**src/rtl/mem_arbiter.sv**
```systemverilog
// mem_arbiter: shares one byte-wide synchronous RAM port between instruction
// fetch (IF) and the MEM stage. Accesses of 1, 2 or 4 bytes are serialised
// little-endian. MEM wins contention, except that a pending IF request gets
// the port right after a MEM access. A taken jump (if_flush) aborts an
// in-flight fetch without a done pulse.
module mem_arbiter #(
  parameter int ADDR_W = 32
) (
  input  logic              clk,
  input  logic              rst,
  input  logic              if_req,
  input  logic [ADDR_W-1:0] if_addr,
  input  logic              if_flush,
  output logic              if_done,
  output logic [31:0]       if_data,
  input  logic              mem_req,
  input  logic              mem_wr,
  input  logic [ADDR_W-1:0] mem_addr,
  input  logic [3:0]        mem_width,
  input  logic [31:0]       mem_wdata,
  output logic              mem_done,
  output logic [31:0]       mem_rdata,
  output logic [ADDR_W-1:0] ram_addr,
  output logic              ram_wr,
  output logic [7:0]        ram_dout,
  input  logic [7:0]        ram_din
);

  typedef enum logic [1:0] {IDLE, READ, WRITE, TURN} state_t;

  state_t            state_q, state_d;
  logic [2:0]        cnt_q, cnt_d;             // edges since grant, minus one
  logic [2:0]        len_q, len_d;             // access length in bytes
  logic              owner_mem_q, owner_mem_d; // last/current grant, 1 = MEM
  logic [ADDR_W-1:0] base_q, base_d;
  logic [31:0]       wdata_q, wdata_d;
  logic [31:0]       rbuf_q, rbuf_d;
  logic [ADDR_W-1:0] ram_addr_q, ram_addr_d;
  logic              ram_wr_q, ram_wr_d;
  logic [7:0]        ram_dout_q, ram_dout_d;
  logic              if_done_q, if_done_d;
  logic [31:0]       if_data_q, if_data_d;
  logic              mem_done_q, mem_done_d;
  logic [31:0]       mem_rdata_q, mem_rdata_d;

  logic [2:0]        step;       // index of the edge being computed, relative to the grant edge
  logic [ADDR_W-1:0] step_addr;
  logic [2:0]        mem_len;
  logic              grant_mem;
  logic              grant_if;
  logic [7:0]        wbyte;
  logic [31:0]       rbuf_next;

  assign step      = cnt_q + 3'd1;
  assign step_addr = base_q + ADDR_W'(step);
  assign mem_len   = (mem_width == 4'd1) ? 3'd1 : (mem_width == 4'd2) ? 3'd2 : 3'd4;
  // MEM wins unless it also had the previous grant and a live IF request waits.
  assign grant_mem = mem_req && !(owner_mem_q && if_req && !if_flush);
  assign grant_if  = if_req && !if_flush;

  assign ram_addr  = ram_addr_q;
  assign ram_wr    = ram_wr_q;
  assign ram_dout  = ram_dout_q;
  assign if_done   = if_done_q;
  assign if_data   = if_data_q;
  assign mem_done  = mem_done_q;
  assign mem_rdata = mem_rdata_q;

  // Select the store byte that goes out on this edge.
  always_comb begin
    case (step[1:0])
      2'd0:    wbyte = wdata_q[7:0];
      2'd1:    wbyte = wdata_q[15:8];
      2'd2:    wbyte = wdata_q[23:16];
      default: wbyte = wdata_q[31:24];
    endcase
  end

  // Read assembly: ram_din holds the byte addressed two edges ago (index step-2).
  always_comb begin
    rbuf_next = rbuf_q;
    for (int k = 0; k < 4; k++) begin
      if (int'(step) - 2 == k) rbuf_next[8*k +: 8] = ram_din;
    end
  end

  // Next-state, arbitration and RAM/requester output logic.
  always_comb begin
    // NOTE: every signal driven here gets a default first, which rules out latches.
    state_d     = state_q;
    cnt_d       = cnt_q;
    len_d       = len_q;
    owner_mem_d = owner_mem_q;
    base_d      = base_q;
    wdata_d     = wdata_q;
    rbuf_d      = rbuf_q;
    ram_addr_d  = ram_addr_q;
    ram_wr_d    = 1'b0;
    ram_dout_d  = ram_dout_q;
    if_done_d   = 1'b0;
    if_data_d   = if_data_q;
    mem_done_d  = 1'b0;
    mem_rdata_d = mem_rdata_q;

    case (state_q)
      IDLE: begin
        if (grant_mem) begin
          owner_mem_d = 1'b1;
          base_d      = mem_addr;
          len_d       = mem_len;
          wdata_d     = mem_wdata;
          cnt_d       = 3'd0;
          rbuf_d      = '0;
          ram_addr_d  = mem_addr;
          if (mem_wr) begin
            state_d    = WRITE;
            ram_wr_d   = 1'b1;
            ram_dout_d = mem_wdata[7:0];
          end else begin
            state_d = READ;
          end
        end else if (grant_if) begin
          owner_mem_d = 1'b0;
          base_d      = if_addr;
          len_d       = 3'd4;
          cnt_d       = 3'd0;
          rbuf_d      = '0;
          ram_addr_d  = if_addr;
          state_d     = READ;
        end
      end

      READ: begin
        if (!owner_mem_q && if_flush) begin
          // Misprediction: drop the fetch, in-flight bytes are ignored.
          state_d    = IDLE;
          ram_addr_d = '0;
        end else begin
          cnt_d  = step;
          rbuf_d = rbuf_next;
          if (step < len_q) ram_addr_d = step_addr;
          if (step == len_q + 3'd1) begin
            state_d = TURN;
            if (owner_mem_q) begin
              mem_done_d  = 1'b1;
              mem_rdata_d = rbuf_next;
            end else begin
              if_done_d = 1'b1;
              if_data_d = rbuf_next;
            end
          end
        end
      end

      WRITE: begin
        cnt_d = step;
        if (step < len_q) begin
          ram_wr_d   = 1'b1;
          ram_addr_d = step_addr;
          ram_dout_d = wbyte;
        end else begin
          mem_done_d = 1'b1;
          state_d    = TURN;
        end
      end

      default: begin
        // TURN: one dead cycle so the finished requester can drop its request.
        state_d = IDLE;
      end
    endcase
  end

  // State register; reset leaves last grant = IF and every output low.
  always_ff @(posedge clk or posedge rst) begin
    if (rst) begin
      state_q     <= IDLE;
      cnt_q       <= 3'd0;
      len_q       <= 3'd0;
      owner_mem_q <= 1'b0;
      base_q      <= '0;
      wdata_q     <= '0;
      rbuf_q      <= '0;
      ram_addr_q  <= '0;
      ram_wr_q    <= 1'b0;
      ram_dout_q  <= 8'h00;
      if_done_q   <= 1'b0;
      if_data_q   <= '0;
      mem_done_q  <= 1'b0;
      mem_rdata_q <= '0;
    end else begin
      // NOTE: non-blocking assignments so every flop samples pre-edge values.
      state_q     <= state_d;
      cnt_q       <= cnt_d;
      len_q       <= len_d;
      owner_mem_q <= owner_mem_d;
      base_q      <= base_d;
      wdata_q     <= wdata_d;
      rbuf_q      <= rbuf_d;
      ram_addr_q  <= ram_addr_d;
      ram_wr_q    <= ram_wr_d;
      ram_dout_q  <= ram_dout_d;
      if_done_q   <= if_done_d;
      if_data_q   <= if_data_d;
      mem_done_q  <= mem_done_d;
      mem_rdata_q <= mem_rdata_d;
    end
  end

endmodule

```
**config.mk**
```make
export PLATFORM = sky130hd
export DESIGN_NAME = mem_arbiter
export DESIGN_NICKNAME = d
export VERILOG_FILES = /design/src/rtl/mem_arbiter.sv
export SDC_FILE = /design/constraint.sdc
export NUM_CORES = 1
export LEC_CHECK = 0
export CAP_MARGIN = 20
export CORE_MARGIN = 5
export CORE_UTILIZATION = 30
export DETAILED_ROUTE_END_ITERATION = 8
export PLACE_DENSITY_LB_ADDON = 0.08
export RECOVER_POWER = 50
export SLEW_MARGIN = 20
export SYNTH_ARGS = -nofsm -noshare
export SYNTH_HDL_FRONTEND = slang
export SYNTH_SLANG_ARGS = --single-unit
```
**constraint.sdc**
```tcl
create_clock -name clk -period 12.5 [get_ports clk]
set_input_delay 1.25 -clock clk [delete_from_list [all_inputs] [get_ports clk]]
set_output_delay 1.25 -clock clk [all_outputs]
set_load 0.01 [all_outputs]
```
==> results of run 1 <==
## state kept, by name, summed over array words and instances, names as in the netlist
name         cells
wdata_q         32
owner_mem_q      1
len_q            3
rbuf_q          32
state_q          2
if_data         32
mem_done         1
if_done          1
mem_rdata       32
ram_wr           1
cnt_q            3
ram_dout         8
base_q          32
ram_addr        32
## stage by stage
| step | setup slack [ns] | std cells | hold WS [ns] |
|---|---|---|---|
| 6_report | 5.945 | 1526 | 0.4745 |
| 2_1_floorplan | 5.456 | 854 | 0.4538 |
| 5_1_grt | 4.642 | 1525 | 0.5011 |
| 4_1_cts | 9.237 | 1524 | 0.4874 |
| 3_5_place_dp | 8.674 | 1476 | 0.4719 |
| 3_3_place_gp | 8.430 | 1476 | 0.4711 |
## kinds of logic (layout without fill, tap and decap cells)
| logic type | Yosys count | after routing | share of synthesized area (%) |
|---|---|---|---|
| xor gates and xnor gates | 33 | 33 | 2.884 |
| DFF | 212 | 212 | 51.60 |
| adders and majority gates | 19 | 19 | 2.385 |
| buffers and inverters | 71 | 294 | 2.884 |
| AOI/OAI and AO/OA | 184 | 184 | 13.51 |
| muxes | 170 | 170 | 19.18 |
| and+or+nand+nor | 165 | 165 | 7.558 |
| other | 0 | 1 | 0 |
## layer usage
metal | global-route usage (%) | vias to the layer above
li1 | - | 3586
met1 | 21.92 | 3700
met2 | 23.74 | 165
met3 | 2.481 | 34
met4 | 3.155 | 0
met5 | 0 | -
## how the worst min path moves through the flow
stage | from | to | cells past startpoint
3_3_place_gp | ram_addr[28]$_DFFE_PP0P_ | ram_addr[28]$_DFFE_PP0P_ | 2
2_1_floorplan | base_q[0]$_DFFE_PP0P_ | base_q[0]$_DFFE_PP0P_ | 2
3_5_place_dp | ram_addr[26]$_DFFE_PP0P_ | ram_addr[26]$_DFFE_PP0P_ | 2
5_1_grt | ram_addr[29]$_DFFE_PP0P_ | ram_addr[29]$_DFFE_PP0P_ | 2
4_1_cts | ram_addr[26]$_DFFE_PP0P_ | ram_addr[26]$_DFFE_PP0P_ | 2
6_report | ram_addr[26]$_DFFE_PP0P_ | ram_addr[26]$_DFFE_PP0P_ | 2
## synthesized netlist by cell type, types with 4 or more instances
cell,n,area [sq um]
and2_1,4,25.02
buf_1,4,15.01
a22o_1,70,613.1
and4_1,4,35.03
mux2_2,100,1126
o221ai_1,24,210.2
nor2_1,19,71.32
mux2i_1,41,410.4
nor3_1,5,25.02
a21oi_1,11,55.05
nand4_1,11,68.82
xnor2_1,11,96.34
mux2_4,29,435.4
and3_1,5,31.28
nand2_1,81,304.0
inv_1,17,63.81
buf_6,4,45.04
xor2_1,21,183.9
a222oi_1,8,80.08
ha_1,18,225.2
nand3b_1,4,30.03
nand3_1,20,100.1
clkbuf_1,46,172.7
o21ai_0,44,220.2
dfrtp_1,212,5305
o22ai_1,4,25.02
## worst max-delay path, delay by kind of cell
| family | cells | cell delay, ns |
|---|---|---|
| buffers and inverters | 3 | 5.10 |
## final cells by class
cell class                 instances  area (sq um)
multi-input combinational        571          4711
fill                            3307         19890
clock inverter                     5         75.07
tap                              448         560.5
timing repair buffer             229          2275
inverter                          17         65.06
clock buffer                      43         815.8
antenna                            1         2.502
sequential                       212          5305
## where the power goes
part	internal [mW]	total, mW	switching [mW]
clock	0.483	0.778	0.295
sequential	0.968	1.15	0.186
combinational	0.670	1.39	0.716
total	2.12	3.32	1.20
==> impl_metrics.env, run 1 <==
export IMPL_cp_required_ns=12.44
export IMPL_mostFrequentLayoutCells="dfrtp_1 (212), clkdlybuf4s50_1 (111), dlygate4sd3_1 (109)"
export IMPL_period_needed_ns=6.555
export IMPL_numCtsBuffers=26
export IMPL_slowest_stage="clkbuf_1"
export IMPL_final_util_pct=40.98
export IMPL_start_util_pct=30.51
export IMPL_syn_to_final_growth_pct=34.32
export IMPL_fmax_mhz=152.5
export IMPL_cap_violations=4
export IMPL_r2r_end="base_q[16]$_DFFE_PP0P_"
export IMPL_rsz0062_at_grt="false"
export IMPL_wl_met2_microns=13350
export IMPL_r2r_cells=5
export IMPL_fin_area_sq_um=13810
export IMPL_seq_area_frac_synth_pct=51.60
export IMPL_status="finished with violations"
export IMPL_crit_reg2reg_launch="state_q[0]$_DFFE_PP0P_"
export IMPL_maxSlewHeadroom_pct=-171.1
export IMPL_post_dp_cell_area_sq_um=12930
export IMPL_hp_class="reg2reg"
export IMPL_worstSetupPathType="in2async"
export IMPL_gp_congestion=0.7518
export IMPL_antenna_found_initial=0
export IMPL_cpPeakStageDelay_ns=2.32
export IMPL_core_sq_um=33700
export IMPL_ant_nets=0
export IMPL_route_detailed_drc=0
export IMPL_clk_pin_slew_ns=0.06
export IMPL_start_kind="primary input"
export IMPL_htreeDepth=1
export IMPL_path_cells="dlygate4sd3_1 -> clkinvlp_2 -> clkbuf_1"
export IMPL_wl_per_cell_microns=19.30
export IMPL_syn_nets=987
export IMPL_drv_slew=246
export IMPL_grt_pass1_vias=7730
export IMPL_fin_setup_tns_ns=0
export IMPL_ff2ff_setup_slack_ns=8.99
export IMPL_vias_per_cell=4.905
export IMPL_dp_hpwl_microns=19850
export IMPL_critPathArrivalTime_ns=6.50
export IMPL_synthCells=854
export IMPL_ctsResizeCount=0
export IMPL_ys_types=50
export IMPL_grtUsageTotal_pct=15.04
export IMPL_synth_area_per_cell_sq_um=12.04
export IMPL_synth_edf_count=0
export IMPL_synth_seq_cells=212
export IMPL_wirelength_microns=29450
export IMPL_cp_max_fo=90
export IMPL_final_common_cell="dfrtp_1"
export IMPL_clk_latency_ns=0.53
export IMPL_vdd_ir_drop_worst_v=0.0001366
export IMPL_port_buffers=220
export IMPL_grt_ovfl_total=0
export IMPL_endpoint_kind="async pin"
export IMPL_grt_max_degree=91
export IMPL_grt_pass1_wl_microns=46660
export IMPL_dieArea_sq_um=38070
export IMPL_wirelength_met1_microns=14390
export IMPL_synthesis_area_sq_um=10280
export IMPL_tightestPinTransition_ns=4.044
export IMPL_cts_hold_buffers=0
export IMPL_drive_gt1_share_pct=17.27
export IMPL_power_mw=3.317
export IMPL_drt_first_pass_iters=5
export IMPL_top_layer="met4"
export IMPL_hold_viol=0
export IMPL_clock_sinks=212
export IMPL_yosys_warnings=0
export IMPL_endpoint="wdata_q[2]$_DFFE_PP0P_"
export IMPL_violations="max-capacitance violations, max-slew violations"
export IMPL_finalClockSkew_ns=0.01504
export IMPL_powerDensity_nw_per_um2=240.2
export IMPL_fp_dieH_microns=195.1
export IMPL_power_leakage_nw=6.233
export IMPL_tritoncts="done"
export IMPL_clock_path_buffers=3
export IMPL_post_cts_buffers=0
export IMPL_root_buffer="clkbuf_16"
export IMPL_met3WireLength_microns=1118
export IMPL_synthArstFlopShare_pct=100.0
export IMPL_row_count=67
export IMPL_ys_flop_type="dfrtp_1"
export IMPL_nets=1190
export IMPL_post_route_period_util_pct=52.44
export IMPL_num_vias=7485
export IMPL_finalSetupViolCount=0
export IMPL_startpoint="rst"
export IMPL_ios=221
export IMPL_drtIter0Drc=427
export IMPL_fp_dieW_microns=195.1
(Power assumes the default switching activity.)
==> run 2, diff against run 1 <==
==> constraint.sdc (replaced) <==
create_clock -name clk -period 5.5 [get_ports clk]
set_input_delay 0.55 -clock clk [delete_from_list [all_inputs] [get_ports clk]]
set_output_delay 0.55 -clock clk [all_outputs]
set_load 0.01 [all_outputs]
==> run 2 against run 1 <==
- the run still ends with max-capacitance violations, max-slew violations left
- core utilization down 0.17 points
- clock skew down 0.0055 ns
- combinational power increased by 130%
- critical path depth up 5
- final cell count shrank 0.26%
- sequential cell count unchanged
- first-iteration DRC count shrank 17%
- sequential power grew 130%
- final area is 0.42% lower
- largest cell class unchanged
- highest routed layer unchanged
==> impl_metrics.env, run 2 (synthesized netlist as in run 1, its figures left out) <==
export IMPL_drive_gt1_share_pct=17.32
export IMPL_maxSlewHeadroom_pct=-28.16
export IMPL_nets=1190
export IMPL_dp_hpwl_microns=19970
export IMPL_power_leakage_nw=6.085
export IMPL_clk_latency_ns=0.53
export IMPL_hold_viol=0
export IMPL_grt_ovfl_total=0
export IMPL_critPathArrivalTime_ns=3.92
export IMPL_ff2ff_setup_slack_ns=2.03
export IMPL_tightestPinTransition_ns=1.922
export IMPL_final_util_pct=40.81
export IMPL_final_common_cell="dfrtp_1"
export IMPL_dp_cells=1477
export IMPL_finalSetupViolCount=0
export IMPL_powerDensity_nw_per_um2=546.7
export IMPL_antenna_found_initial=0
export IMPL_rsz0062_at_grt="false"
export IMPL_diodes=0
export IMPL_worstSetupPathType="reg2reg"
export IMPL_final_cells=1522
export IMPL_fmax_mhz=288.6
export IMPL_wl_per_cell_microns=19.57
export IMPL_clock_path_buffers=3
export IMPL_start_kind="flop"
export IMPL_pre_cts_ws_ns=1.893
export IMPL_drtIter0Drc=353
export IMPL_cap_violations=1
export IMPL_multi_input_area_sq_um=4721
export IMPL_fp_dieH_microns=195.1
export IMPL_layout_setup_ws_ns=2.035
export IMPL_cts_hold_buffers=0
export IMPL_row_count=67
export IMPL_period_needed_ns=3.465
export IMPL_grtUsageTotal_pct=15.23
export IMPL_vias_per_cell=4.922
export IMPL_ctsResizeCount=0
export IMPL_grt_max_degree=148
export IMPL_post_route_period_util_pct=63.01
export IMPL_fp_dieW_microns=195.1
export IMPL_post_dp_cell_area_sq_um=12930
export IMPL_clock_sinks=212
export IMPL_wirelength_microns=29780
export IMPL_p_int_mw=4.787
export IMPL_gp_congestion=0.8083
export IMPL_drv_slew=35
export IMPL_ant_nets=0
export IMPL_vdd_ir_drop_worst_v=0.0002480
export IMPL_root_buffer="clkbuf_16"
export IMPL_tritoncts="done"
export IMPL_cp_max_fo=26
export IMPL_drt_first_pass_iters=4
export IMPL_clkPwrFrac_pct=22.1
export IMPL_regArea_sq_um=5305
export IMPL_num_vias=7491
export IMPL_finalClockSkew_ns=0.009569
export IMPL_post_cts_buffers=0
export IMPL_switching_share_pct=36.33
export IMPL_mostFrequentLayoutCells="dfrtp_1 (212), clkdlybuf4s50_1 (180), mux2_2 (100)"
export IMPL_comb_power_share_pct=42.7
export IMPL_grt_pass1_wl_microns=47050
export IMPL_status="finished with violations"
export IMPL_start_util_pct=30.51
export IMPL_htreeDepth=1
export IMPL_hp_class="reg2reg"
export IMPL_dieArea_sq_um=38070
export IMPL_endpoint_kind="flop"
export IMPL_grt_pass1_vias=7873
export IMPL_seqPwrFrac_pct=35.1
export IMPL_port_buffers=220
export IMPL_syn_to_final_growth_pct=33.76
export IMPL_p_sw_mw=2.731
export IMPL_cp_required_ns=5.96
export IMPL_clk_pin_slew_ns=0.06
export IMPL_core_sq_um=33700
export IMPL_fill_cells=3282
export IMPL_numCtsBuffers=26
export IMPL_route_detailed_drc=0
export IMPL_fin_area_sq_um=13750
export IMPL_ios=221
export IMPL_fin_setup_tns_ns=0
export IMPL_violations="max-capacitance violations, max-slew violations"
run 2: layer usage:
layer / global-route usage [%] / vias up / routed length (microns)
li1: - / 3566 / -
met2: 23.70 / 178 / 13560
met5: 0 / - / 0
met1: 22.61 / 3716 / 14440
met4: 3.103 / 0 / 544
met3: 2.361 / 31 / 1235
run 2: worst max-delay path: stages (launching register included):
cell	delay, ns
dfrtp_1	0.43
ha_1	0.26
xor2_2	0.30
ha_1	0.31
a21oi_1	0.19
nand2_1	0.16
or4_2	1.04
or4_1	0.60
nand3_1	0.10
run 2: area by class of cell:
class	instances	share of cell area [%]
multi-input combinational	571	34.33
tap	448	4.076
inverter	17	0.4731
clock inverter	6	0.4458
clock buffer	39	5.532
sequential	212	38.58
timing repair buffer	229	16.57
run 2: power groups by stage:
stage | Sequential [mW] | Combinational (mW) | Clock [mW]
after global placement | 2.66 | 3.28 | 0
after global routing | 2.73 | 3.54 | 1.78
after floorplan | 2.70 | 1.88 | 0
after CTS | 2.65 | 3.32 | 1.72
final | 2.64 | 3.21 | 1.66
after detailed placement | 2.67 | 3.31 | 0
run 2: path summary, 6_finish.rpt:
kind,start,to,cells after the start
max in group asynchronous,rst,mem_rdata[20]$_DFFE_PP0P_,3
min in group asynchronous,rst,wdata_q[17]$_DFFE_PP0P_,3
setup reg to reg,cnt_q[0]$_DFFE_PP0P_,ram_addr[27]$_DFFE_PP0P_,8
setup / recovery,cnt_q[0]$_DFFE_PP0P_,ram_addr[27]$_DFFE_PP0P_,8
hold / removal,ram_addr[23]$_DFFE_PP0P_,ram_addr[23]$_DFFE_PP0P_,2
hold reg to reg,ram_addr[23]$_DFFE_PP0P_,ram_addr[23]$_DFFE_PP0P_,2
run 2: metrics by stage:
step | power [mW] | hold WS, ns
finish | 7.519 | 0.4833
global route | 8.044 | 0.5007
CTS | 7.693 | 0.4879
detailed placement | 5.974 | 0.4724
global placement | 5.943 | 0.4715
floorplan | 4.573 | 0.4538
==> run 3, diff against run 2 <==
==> constraint.sdc (replaced) <==
create_clock -name clk -period 3.3 [get_ports clk]
set_input_delay 0.33 -clock clk [delete_from_list [all_inputs] [get_ports clk]]
set_output_delay 0.33 -clock clk [all_outputs]
set_load 0.01 [all_outputs]
==> run 3 against run 2 <==
- the flow still finishes with violations (max-capacitance violations, max-slew violations)
- via count up 0.21%
- critical endpoint is now if_data[13]$_DFFE_PP0P_
- global-route usage down 0.063 points
- power up 67%
- register-to-register slack worse by 1.7 ns
- final cell count up 1.1%
- largest power group unchanged
- maximum frequency up 18%
- critical path depth down 2
- combinational power up 70%
- die area unchanged
- first-iteration DRC count down 10%
==> impl_metrics.env, run 3 (synthesized netlist as in run 1, its figures left out) <==
export IMPL_grt_max_degree=53
export IMPL_ctsResizeCount=0
export IMPL_final_util_pct=41.18
export IMPL_r2r_end="if_data[13]$_DFFE_PP0P_"
export IMPL_antenna_found_initial=1
export IMPL_hold_depth=2
export IMPL_root_buffer="clkbuf_16"
export IMPL_drtIter0Drc=317
export IMPL_clock_sinks=212
export IMPL_final_common_cell="dfrtp_1"
export IMPL_fp_dieH_microns=195.1
export IMPL_post_route_period_util_pct=89.02
export IMPL_dp_hpwl_microns=20590
export IMPL_drv_slew=29
export IMPL_regArea_sq_um=5305
export IMPL_hp_start="mem_wdata[13]"
export IMPL_rsz0062_at_grt="false"
export IMPL_ff2ff_setup_slack_ns=0.36
export IMPL_route_detailed_drc=0
export IMPL_worstSetupPathType="reg2reg"
export IMPL_vdd_ir_drop_worst_v=0.0003831
export IMPL_fin_setup_tns_ns=0
export IMPL_violations="max-capacitance violations, max-slew violations"
export IMPL_powerDensity_nw_per_um2=906.1
export IMPL_fp_dieW_microns=195.1
export IMPL_min_to="wdata_q[13]$_DFFE_PP0P_"
export IMPL_wirelength_microns=29620
export IMPL_multi_input_area_sq_um=4720
export IMPL_diodes=0
export IMPL_start_kind="flop"
export IMPL_hp_class="in2reg"
export IMPL_finalSetupViolCount=0
export IMPL_port_buffers=220
export IMPL_cts_hold_buffers=0
export IMPL_power_leakage_nw=6.180
export IMPL_cpPeakStageDelay_ns=0.86
export IMPL_clock_path_buffers=3
export IMPL_layout_setup_ws_ns=0.3622
export IMPL_endpoint_kind="flop"
export IMPL_cpLargestDelayFamily="simple AND/OR/NAND/NOR gates"
export IMPL_nets=1208
export IMPL_fill_cells=3340
export IMPL_ios=221
export IMPL_cp_max_fo=33
export IMPL_cp_num_buf_inv=1
export IMPL_period_needed_ns=2.938
export IMPL_dieArea_sq_um=38070
export IMPL_post_dp_cell_area_sq_um=13140
export IMPL_cp_required_ns=3.69
export IMPL_gp_congestion=0.7860
export IMPL_ant_nets=0
export IMPL_grtUsageTotal_pct=15.16
export IMPL_whs_ns=0.4176
export IMPL_tritoncts="done"
export IMPL_mostFrequentLayoutCells="dfrtp_1 (212), clkdlybuf4s50_1 (166), mux2_2 (100)"
export IMPL_maxSlewHeadroom_pct=-2.536
export IMPL_clk_pin_slew_ns=0.06
export IMPL_hold_viol=0
export IMPL_row_count=67
export IMPL_grt_pass1_vias=7850
export IMPL_grt_pass1_wl_microns=47060
export IMPL_num_vias=7507
export IMPL_fin_area_sq_um=13880
export IMPL_status="finished with violations"
export IMPL_numCtsBuffers=25
export IMPL_htreeDepth=1
export IMPL_path_cells="inv_1 -> ha_1 -> xor2_1 -> or3_1 -> or4b_4 -> mux2_4"
export IMPL_grt_ovfl_total=0
export IMPL_critPathArrivalTime_ns=3.33
export IMPL_pre_cts_ws_ns=0.3645
export IMPL_r2r_cells=6
export IMPL_drt_first_pass_iters=5
export IMPL_cap_violations=1
export IMPL_post_cts_buffers=0
export IMPL_fmax_mhz=340.4
export IMPL_drive_gt1_share_pct=18.42
export IMPL_wl_per_cell_microns=19.25
export IMPL_start_util_pct=30.51
export IMPL_finalClockSkew_ns=0.01420
export IMPL_crit_reg2reg_launch="cnt_q[0]$_DFFE_PP0P_"
export IMPL_tightestPinTransition_ns=1.538
export IMPL_vias_per_cell=4.878
export IMPL_slowest_stage="or4b_4"
export IMPL_clk_latency_ns=0.52
export IMPL_core_sq_um=33700
export IMPL_syn_to_final_growth_pct=34.99
## run 3: area by class of cell
type / count / area share, %
clock buffers: 42 / 5.617
clock inverters: 1 / 0.2164
inverters: 17 / 0.4688
multi-input cells: 571 / 34.01
flip-flops and latches: 212 / 38.23
well taps: 448 / 4.039
repair buffers: 248 / 17.43
## run 3: worst max-delay path by stage
| stage | startpoint | end | slack [ns] | depth (start not counted) |
|---|---|---|---|---|
| after global placement | cnt_q[0]$_DFFE_PP0P_ | if_data[15]$_DFFE_PP0P_ | 0.41 | 6 |
| after detailed placement | cnt_q[0]$_DFFE_PP0P_ | if_data[22]$_DFFE_PP0P_ | 0.36 | 6 |
| after floorplan | rst | base_q[0]$_DFFE_PP0P_ | 0.21 | 1 |
| after CTS | cnt_q[0]$_DFFE_PP0P_ | if_data[27]$_DFFE_PP0P_ | 0.35 | 6 |
| after global routing | cnt_q[0]$_DFFE_PP0P_ | ram_addr[31]$_DFFE_PP0P_ | 0.17 | 8 |
| final | cnt_q[0]$_DFFE_PP0P_ | if_data[13]$_DFFE_PP0P_ | 0.36 | 6 |
## run 3: stage by stage
| step | power (mW) | std cells |
|---|---|---|
| finish | 12.57 | 1539 |
| global route | 13.50 | 1539 |
| detailed placement | 10.10 | 1496 |
| CTS | 12.93 | 1539 |
| floorplan | 7.621 | 854 |
| global placement | 10.04 | 1496 |
## run 3: report_power, final
part / total [mW] / switching [mW] / internal (mW)
combinational: 5.46 / 2.71 / 2.74
sequential: 4.39 / 0.723 / 3.66
clock: 2.73 / 1.07 / 1.66
total: 12.6 / 4.51 / 8.07
## run 3: per-layer routing
layer	global-route usage, %	part of all wire, %	up-vias
met5	0	0.068	-
met4	3.569	2.2	2
met3	2.568	3.9	35
met2	24.03	46	162
met1	21.80	48	3705
li1	-	-	3603
